`config.mk`:
```
export PLATFORM = sky130hd
export DESIGN_NAME = tcb_dec_rsp
export DESIGN_NICKNAME = d
export VERILOG_FILES = /design/src/rtl/tcb_dec_rsp.sv
export SDC_FILE = /design/constraint.sdc
export NUM_CORES = 1
export LEC_CHECK = 0
export CAP_MARGIN = 30
export CORE_AREA = 3 3 110 112
export DETAILED_ROUTE_END_ITERATION = 12
export DIE_AREA = 0 0 113 115
export GPL_ROUTABILITY_DRIVEN = 0
export GPL_TIMING_DRIVEN = 0
export RECOVER_POWER = 100
export SETUP_SLACK_MARGIN = 0.5
export SYNTH_ARGS = -nofsm -noshare
export SYNTH_HDL_FRONTEND = slang
export SYNTH_SLANG_ARGS = --single-unit
```
`constraint.sdc`:
```
create_clock -name clk -period 1.2 [get_ports clk]
set_input_delay 0.24 -clock clk [delete_from_list [all_inputs] [get_ports clk]]
set_output_delay 0.24 -clock clk [all_outputs]
set_load 0.05 [all_outputs]
```
`src/rtl/tcb_dec_rsp.sv`:
```
// TCB address decoder with registered response routing and local error termination.
// Optional stall timeout/abort is built when TCB_DEC_RSP_TIMEOUT_EN is defined.
module tcb_dec_rsp #(
    parameter  int unsigned                AW  = 32,
    parameter  int unsigned                DW  = 32,
    parameter  int unsigned                PN  = 3,
    parameter  int unsigned                DLY = 1,
    parameter  logic [PN-1:0][AW-1:0]      AV  = '0,
    parameter  logic [PN-1:0][AW-1:0]      AM  = '0,
    parameter  int unsigned                TMO = 16,
    localparam int unsigned                BW  = DW/8
)(
    input  logic                   clk,
    input  logic                   rst,
    input  logic                   sub_vld,
    input  logic                   sub_wen,
    input  logic [AW-1:0]          sub_adr,
    input  logic [BW-1:0]          sub_ben,
    input  logic [DW-1:0]          sub_wdt,
    output logic [DW-1:0]          sub_rdt,
    output logic                   sub_err,
    output logic                   sub_rdy,
    output logic [PN-1:0]          man_vld,
    output logic                   man_wen,
    output logic [AW-1:0]          man_adr,
    output logic [BW-1:0]          man_ben,
    output logic [DW-1:0]          man_wdt,
    input  logic [PN-1:0][DW-1:0]  man_rdt,
    input  logic [PN-1:0]          man_err,
    input  logic [PN-1:0]          man_rdy,
    output logic                   sts_dec,
    output logic                   sts_tmo
);

    localparam int unsigned SW = (PN > 1) ? $clog2(PN) : 1;

    // Returns {hit, index}; scanning downwards lets the lowest matching port win.
    function automatic logic [SW:0] decode(input logic [AW-1:0] adr);
        logic [SW:0] res;
        res = '0;
        for (int i = int'(PN) - 1; i >= 0; i--) begin
            res = ((adr & AM[i]) == (AV[i] & AM[i])) ? {1'b1, SW'(i)} : res;
        end
        return res;
    endfunction

    logic [SW:0]   dec_s;
    logic          hit_s;
    logic [SW-1:0] sel_s;
    logic          abort_s;
    logic          hsk_s;
    logic          loc_s;

    logic [DLY-1:0] vld_r;
    logic [DLY-1:0] loc_r;
    logic [SW-1:0]  src_r [DLY];

    assign dec_s   = decode(sub_adr);
    assign hit_s   = dec_s[SW];
    assign sel_s   = dec_s[SW-1:0];
    assign hsk_s   = sub_vld & sub_rdy;
    assign loc_s   = ~hit_s | abort_s;
    assign sts_dec = sub_vld & ~hit_s;
    assign sts_tmo = abort_s;

    assign man_wen = sub_wen;
    assign man_adr = sub_adr;
    assign man_ben = sub_ben;
    assign man_wdt = sub_wdt;

`ifdef TCB_DEC_RSP_TIMEOUT_EN
    localparam int unsigned TW = $clog2(TMO + 1);
    logic [TW-1:0] tmo_cnt_r;

    // An abort forces a handshake, so the counter can never run past TMO.
    assign abort_s = sub_vld & hit_s & (tmo_cnt_r == TW'(TMO));

    // Stall counter: counts consecutive mapped cycles without a handshake.
    always_ff @(posedge clk) begin
        if (rst) begin
            tmo_cnt_r <= '0;
        end else if (sub_vld && hit_s && !hsk_s) begin
            tmo_cnt_r <= tmo_cnt_r + TW'(1);
        end else begin
            tmo_cnt_r <= '0;
        end
    end
`else
    assign abort_s = 1'b0;
`endif

    // Request steering and acceptance toward the selected manager port.
    always_comb begin
        man_vld = '0;
        sub_rdy = 1'b1;
        if (sub_vld && hit_s && !abort_s) begin
            man_vld[sel_s] = 1'b1;
        end else begin
            man_vld = '0;
        end
        if (hit_s) begin
            sub_rdy = man_rdy[sel_s] | abort_s;
        end else begin
            sub_rdy = 1'b1;
        end
    end

    // Response tracking shift register; one slot per cycle, empty when no handshake.
    always_ff @(posedge clk) begin
        if (rst) begin
            vld_r <= '0;
            loc_r <= '0;
            for (int i = 0; i < int'(DLY); i++) begin
                src_r[i] <= '0;
            end
        end else begin
            vld_r[0] <= hsk_s;
            loc_r[0] <= loc_s;
            src_r[0] <= sel_s;
            for (int i = 1; i < int'(DLY); i++) begin
                vld_r[i] <= vld_r[i-1];
                loc_r[i] <= loc_r[i-1];
                src_r[i] <= src_r[i-1];
            end
        end
    end

    // Response mux from the oldest slot: port data, local error, or idle zeros.
    always_comb begin
        sub_rdt = '0;
        sub_err = 1'b0;
        if (vld_r[DLY-1]) begin
            if (loc_r[DLY-1]) begin
                sub_rdt = '0;
                sub_err = 1'b1;
            end else begin
                sub_rdt = man_rdt[src_r[DLY-1]];
                sub_err = man_err[src_r[DLY-1]];
            end
        end else begin
            sub_rdt = '0;
            sub_err = 1'b0;
        end
    end

endmodule

```
==> out/summary.txt, run 1 <==
Initial DRC count -> 11
Design area -> 2890 um2
ANT cells -> 0
Crit. End Element -> output pin
Least-Margin Pin Slew -> 0.610 ns
Row cnt -> 39
Area growth syn-to-layout -> 237%
Final Cycle Share -> 92.2%
Multiplexer share of the synthesized area -> 0%
Peak Freq -> 904 MHz
Most frequent cells in the layout -> buf_6, dlymetal6s2s_1, buf_8
Fill count -> 1221
Area of the multi-input gates -> 313 um2
Worst path max stage delay -> 0.39 ns
Crit-path max FO -> 10
Xor and xnor area share after synthesis -> 0%
Nets -> 435
WL final -> 3.82 mm
Critical Path, Cell by Cell -> buf_8 > and2_4 > buf_4
Worst VDD drop -> 0.184 mV
Die H -> 115 um
Setup ws final -> 0.0935 ns
Via Count -> 1159
Fin crit period -> 1.11 ns
First-pass GRT wire length -> 5.75 mm
CP arrival -> 0.87 ns
Drt pass-1 iters -> 2
Commonest non-fill, non-tap cell in the layout -> buf_6
Die ar. -> 13000 um2
Total track usage -> 5.07%
Core ar. -> 11300 um2
Mapped Area -> 858 um2
Type of the tightest min-delay check -> in -> reg
Vias per cell -> 2.88
Routed len/inst -> 9.50 um
Slew headroom -> 59.5%
Die boundary width -> 113 um
Max reg flops -> 1
Post-DRT Antenna Nets -> 0
WHS -> 0.495 ns
Synth warn -> 0
Largest net degree at the start of global routing -> 11
Synthesized flop and latch total -> 1
CTS Hold Bufs -> 0
Critical setup path kind -> reg -> out
Detailed placement HPWL -> 3.27 mm
Post-synthesis sequential area ratio -> 2.33%
Top-Level Pins -> 282
Status -> finished clean
Gr ovfl total -> 0
Largest family of logic cells by synthesized area -> buffers and inverters
Max_cap viols -> 0
Largest area contributor in the netlist -> buf_4
Sequential standard cell area -> 21.3 um2
Slowest-stage cell, CP -> dfxtp_2
Synth area leaders -> buf_4, and2_2, dfxtp_1, clkbuf_2, and3b_1
Port bufs -> 140
Layout cells sized above 1 -> 58.3%
Vias in the first global route -> 1246
Mapped Cells -> 114
Final hold vios -> 0
Max-slew violations -> 0
Syn Area/Cell -> 7.53 um2
DRC -> 0
Reg clk slew, reported paths -> 0 ns
Pwr Total -> 0.00131 W
Post-synthesis compound-gate area fraction -> 0%
Leak Pwr -> 1.76 nW
Largest regs -> vld_r: 1 flops
Largest register by flop count -> vld_r
Dpl ws -> -0.671 ns
Pwr/cell area -> 451 nW/um2
Final setup vio count -> 0
Initial antenna violation count -> 0
CP Launch Type -> register
Critical Path RT -> 0.96 ns
Synth top area share -> 65.6%
Simple-Gate Fraction of Synth Area -> 29.9%
Number of distinct library cells after synthesis -> 6
Placed instance area -> 2510 um2
Adder-cell share of the synthesized area -> 0%
Unrepaired setup endpoints after global routing -> yes
Starting Density -> 7.58%
## worst paths after layout
path | slack [ns] | depth (start not counted) | end | start
worst min-delay path | 0.50 | 2 | vld_r | sub_vld
worst max-delay path | 0.09 | 3 | sub_rdt[20] | vld_r
## through the flow
stage	cells	TNS [ns]	util (%)
global placement	400	-32.83	22.2
global route	402	0	25.6
CTS	402	0	28.9
floorplan	117	0	-
finish	402	0	25.6
detailed placement	400	-33.06	22.2
## synth_stat cells
cell       n
and2_2    33
and3b_1    1
buf_4     75
clkbuf_2   3
conb_1     1
dfxtp_1    1
## area by class of cell
class / count / area share, %
Timing Repair Buffer: 142 / 51.7
Multi-Input combinational cell: 38 / 10.8
Tap cell: 143 / 6.18
Sequential cell: 1 / 0.735
Buffer: 78 / 30.6
## repair_timing
action	in CTS	in global routing
resized for setup	945	14
setup endpoints to repair	105	105
buffers inserted	1	0
cloned	1	0
pin swaps	4	0
## power breakdown
| part | internal (W) | total [W] | switching [W] | leakage (nW) |
|---|---|---|---|---|
| Clock | 0 | 0 | 0 | 0 |
| Combinational | 0.000558 | 0.00127 | 0.000709 | 1.75 |
| Sequential | 0.0000356 | 0.0000389 | 0.00000333 | 0.00861 |
## per-layer routing
layer  GRT usage (%)  vias to the layer above  routed length, um
met4               0                        0                  0
met3            1.11                        0                529
met1            5.22                      483               1030
li1                -                      551                  -
met5               0                        -                  0
met2            10.9                      125               2260
## cell families after synthesis
logic type / count (synthesis)
buf+inv: 78
simple gates: 34
flops: 1
other cells: 1
## worst max-delay path, delay by kind of cell, from the launching register on
kind,cells,cell delay (ns)
simple gates,1,0.13
buf+inv,2,0.33
flops,1,0.39
Note: power is estimated with default switching activity, not from simulation.
==> run 2: changes to the inputs <==
--- a/config.mk
+++ b/config.mk
@@ -6,9 +6,10 @@
 export NUM_CORES = 1
 export LEC_CHECK = 0
 export CAP_MARGIN = 30
-export CORE_AREA = 3 3 110 112
+export CORE_AREA = 3 3 109 111
 export DETAILED_ROUTE_END_ITERATION = 12
-export DIE_AREA = 0 0 113 115
+export DIE_AREA = 0 0 112 114
+export DONT_BUFFER_PORTS = 1
 export GPL_ROUTABILITY_DRIVEN = 0
 export GPL_TIMING_DRIVEN = 0
 export RECOVER_POWER = 100
==> out/summary.txt, run 2 (same netlist as run 1, synthesis figures left out) <==
Status -> finished clean
Largest register by flop count -> vld_r
CP Launch Type -> register
Port bufs -> 0 (-100%)
CP arrival -> 0.83 ns (-0.04 ns)
Final setup vio count -> 0 (unchanged)
Post-DRT Antenna Nets -> 0 (unchanged)
Initial antenna violation count -> 3 (+3)
Peak Freq -> 938 MHz (+3.7%)
Area growth syn-to-layout -> -4.81%
Vias in the first global route -> 504 (-60%)
First-pass GRT wire length -> 2.75 mm (-52%)
Critical setup path kind -> reg -> out
Starting Density -> 7.88% (+0.30 points)
Row cnt -> 38 (-2.6%)
Type of the tightest min-delay check -> in -> reg
Worst path max stage delay -> 0.45 ns (+0.06 ns)
Seq pwr share -> 4.9% (+1.9 points)
Die ar. -> 12800 um2 (-1.7%)
Least-Margin Pin Slew -> 0.643 ns (+0.0330 ns)
Most frequent cells in the layout -> clkbuf_1, and2_2, buf_4, conb_1, buf_8
Max reg flops -> 1 (unchanged)
Setup TNS -> 0 ns (unchanged)
Clock power frac -> 0% (unchanged)
Die boundary width -> 112 um (-0.88%)
Gr ovfl total -> 0 (unchanged)
DRC -> 0 (unchanged)
Routed len/inst -> 11.2 um (+17%)
Vias per cell -> 2.61 (-9.6%)
Via Count -> 678 (-42%)
Largest net degree at the start of global routing -> 11 (unchanged)
Worst VDD drop -> 0.159 mV (-14%)
Max_cap viols -> 0 (unchanged)
Drt pass-1 iters -> 2 (unchanged)
Crit. End Element -> output pin
Switching part of the total power -> 84.0% (+29 points)
Final Cycle Share -> 88.9% (-3.3 points)
Total track usage -> 2.88% (-2.2 points)
Largest regs -> vld_r: 1 flops
Post-CTS Setup Inserts -> 0 (-1)
Top-Level Pins -> 282 (unchanged)
Final hold vios -> 0 (unchanged)
Layout cells sized above 1 -> 33.3% (-25 points)
WL final -> 2.90 mm (-24%)
Psw -> 0.000646 W (-9.3%)
Commonest non-fill, non-tap cell in the layout -> clkbuf_1
Design area -> 817 um2 (-72%)
Internal Power -> 0.000123 W (-79%)
Critical Path, Cell by Cell -> and2_1
Placed instance area -> 1110 um2 (-56%)
Pwr/cell area -> 942 nW/um2 (+110%)
Max-slew violations -> 0 (unchanged)
Crit-path max FO -> 6 (-4)
Nets -> 293 (-33%)
Slew headroom -> 57.3% (-2.2 points)
CTS Hold Bufs -> 0 (unchanged)
Leak Pwr -> 0.277 nW (-84%)
Crit path max-delay family -> simple AND/OR/NAND/NOR gates
Slowest-stage cell, CP -> and2_1
Unrepaired setup endpoints after global routing -> yes
Critical Path RT -> 0.96 ns (about the same)
Die H -> 114 um (-0.87%)
Combinational group share of total power -> 95.1% (-1.9 points)
Initial DRC count -> 4 (-7)
Buf/Inv on CP -> 0 (-2)
Core ar. -> 10900 um2 (-3.8%)
Fin crit period -> 1.07 ns (-0.0400 ns)
Reg clk slew, reported paths -> 0 ns (unchanged)
## run 2: cell types whose count changed in the layout (fill, tap and decap cells not counted), sizes merged
cell	previous run	this run
buf	116	7
clkbuf	21	71
diode	0	3
dlygate4sd2	33	0
dlymetal6s2s	50	0
## run 2: stage by stage
step / setup WS (ns) / utilization [%] / power [W] / std cells / hold WS (ns)
2_1_floorplan: 0.228 / - / 0.000880 / 117 / 0.396
3_3_place_gp: 0.182 / 10.2 / 0.000908 / 257 / 0.404
3_5_place_dp: 0.163 / 10.2 / 0.000904 / 257 / 0.404
4_1_cts: 0.192 / 10.2 / 0.000902 / 257 / 0.410
5_1_grt: 0.116 / 7.50 / 0.000785 / 260 / 0.419
6_report: 0.133 / 7.50 / 0.000770 / 260 / 0.410
## run 2: path summary, 6_finish.rpt
kind | to | slack (ns) | cells after the start | from
worst max-delay path | sub_rdt[31] | 0.13 | 1 | vld_r
worst min-delay path | vld_r | 0.41 | 1 | sub_vld
## run 2: cell type report
cell class / instances / area, um2
Antenna cell: 3 / 7.51
Multi-Input combinational cell: 38 / 269
Sequential cell: 1 / 23.8
Tap cell: 140 / 175
Fill cell: 1333 / 10100
Buffer: 78 / 342
## run 2: timing repair
| item | CTS | global route |
|---|---|---|
| resized for setup | 1 | 3 |
| endpoints found under the setup margin | 33 | 33 |
| pin swaps | 13 | 13 |
## run 2: power by group through the flow
stage | sequential, W | clock [W] | combinational, W
2_1_floorplan | 0.0000373 | 0 | 0.000842
3_5_place_dp | 0.0000381 | 0 | 0.000866
3_3_place_gp | 0.0000378 | 0 | 0.000871
5_1_grt | 0.0000379 | 0.000000000335 | 0.000747
4_1_cts | 0.0000366 | 0 | 0.000866
6_report | 0.0000374 | 0.000000000335 | 0.000732
## run 2: layer usage
layer / track usage (%) / vias to the layer above / part of all wire, %
li1: - / 271 / -
met1: 0.702 / 259 / 13
met2: 7.87 / 144 / 64
met3: 0.531 / 4 / 20
met4: 2.48 / 0 / 3.3
met5: 0 / - / 0
==> run 3: changes to the inputs <==
--- a/config.mk
+++ b/config.mk
@@ -7,6 +7,7 @@
 export LEC_CHECK = 0
 export CAP_MARGIN = 30
 export CORE_AREA = 3 3 109 111
+export CTS_CLUSTER_DIAMETER = 30
 export DETAILED_ROUTE_END_ITERATION = 12
 export DIE_AREA = 0 0 112 114
 export DONT_BUFFER_PORTS = 1
@@ -14,6 +15,7 @@
 export GPL_TIMING_DRIVEN = 0
 export RECOVER_POWER = 100
 export SETUP_SLACK_MARGIN = 0.5
+export SKIP_LAST_GASP = 1
 export SYNTH_ARGS = -nofsm -noshare
 export SYNTH_HDL_FRONTEND = slang
 export SYNTH_SLANG_ARGS = --single-unit
==> results of run 3 <==
Same layout as run 2: the final DEF is identical, and so are final timing and power.
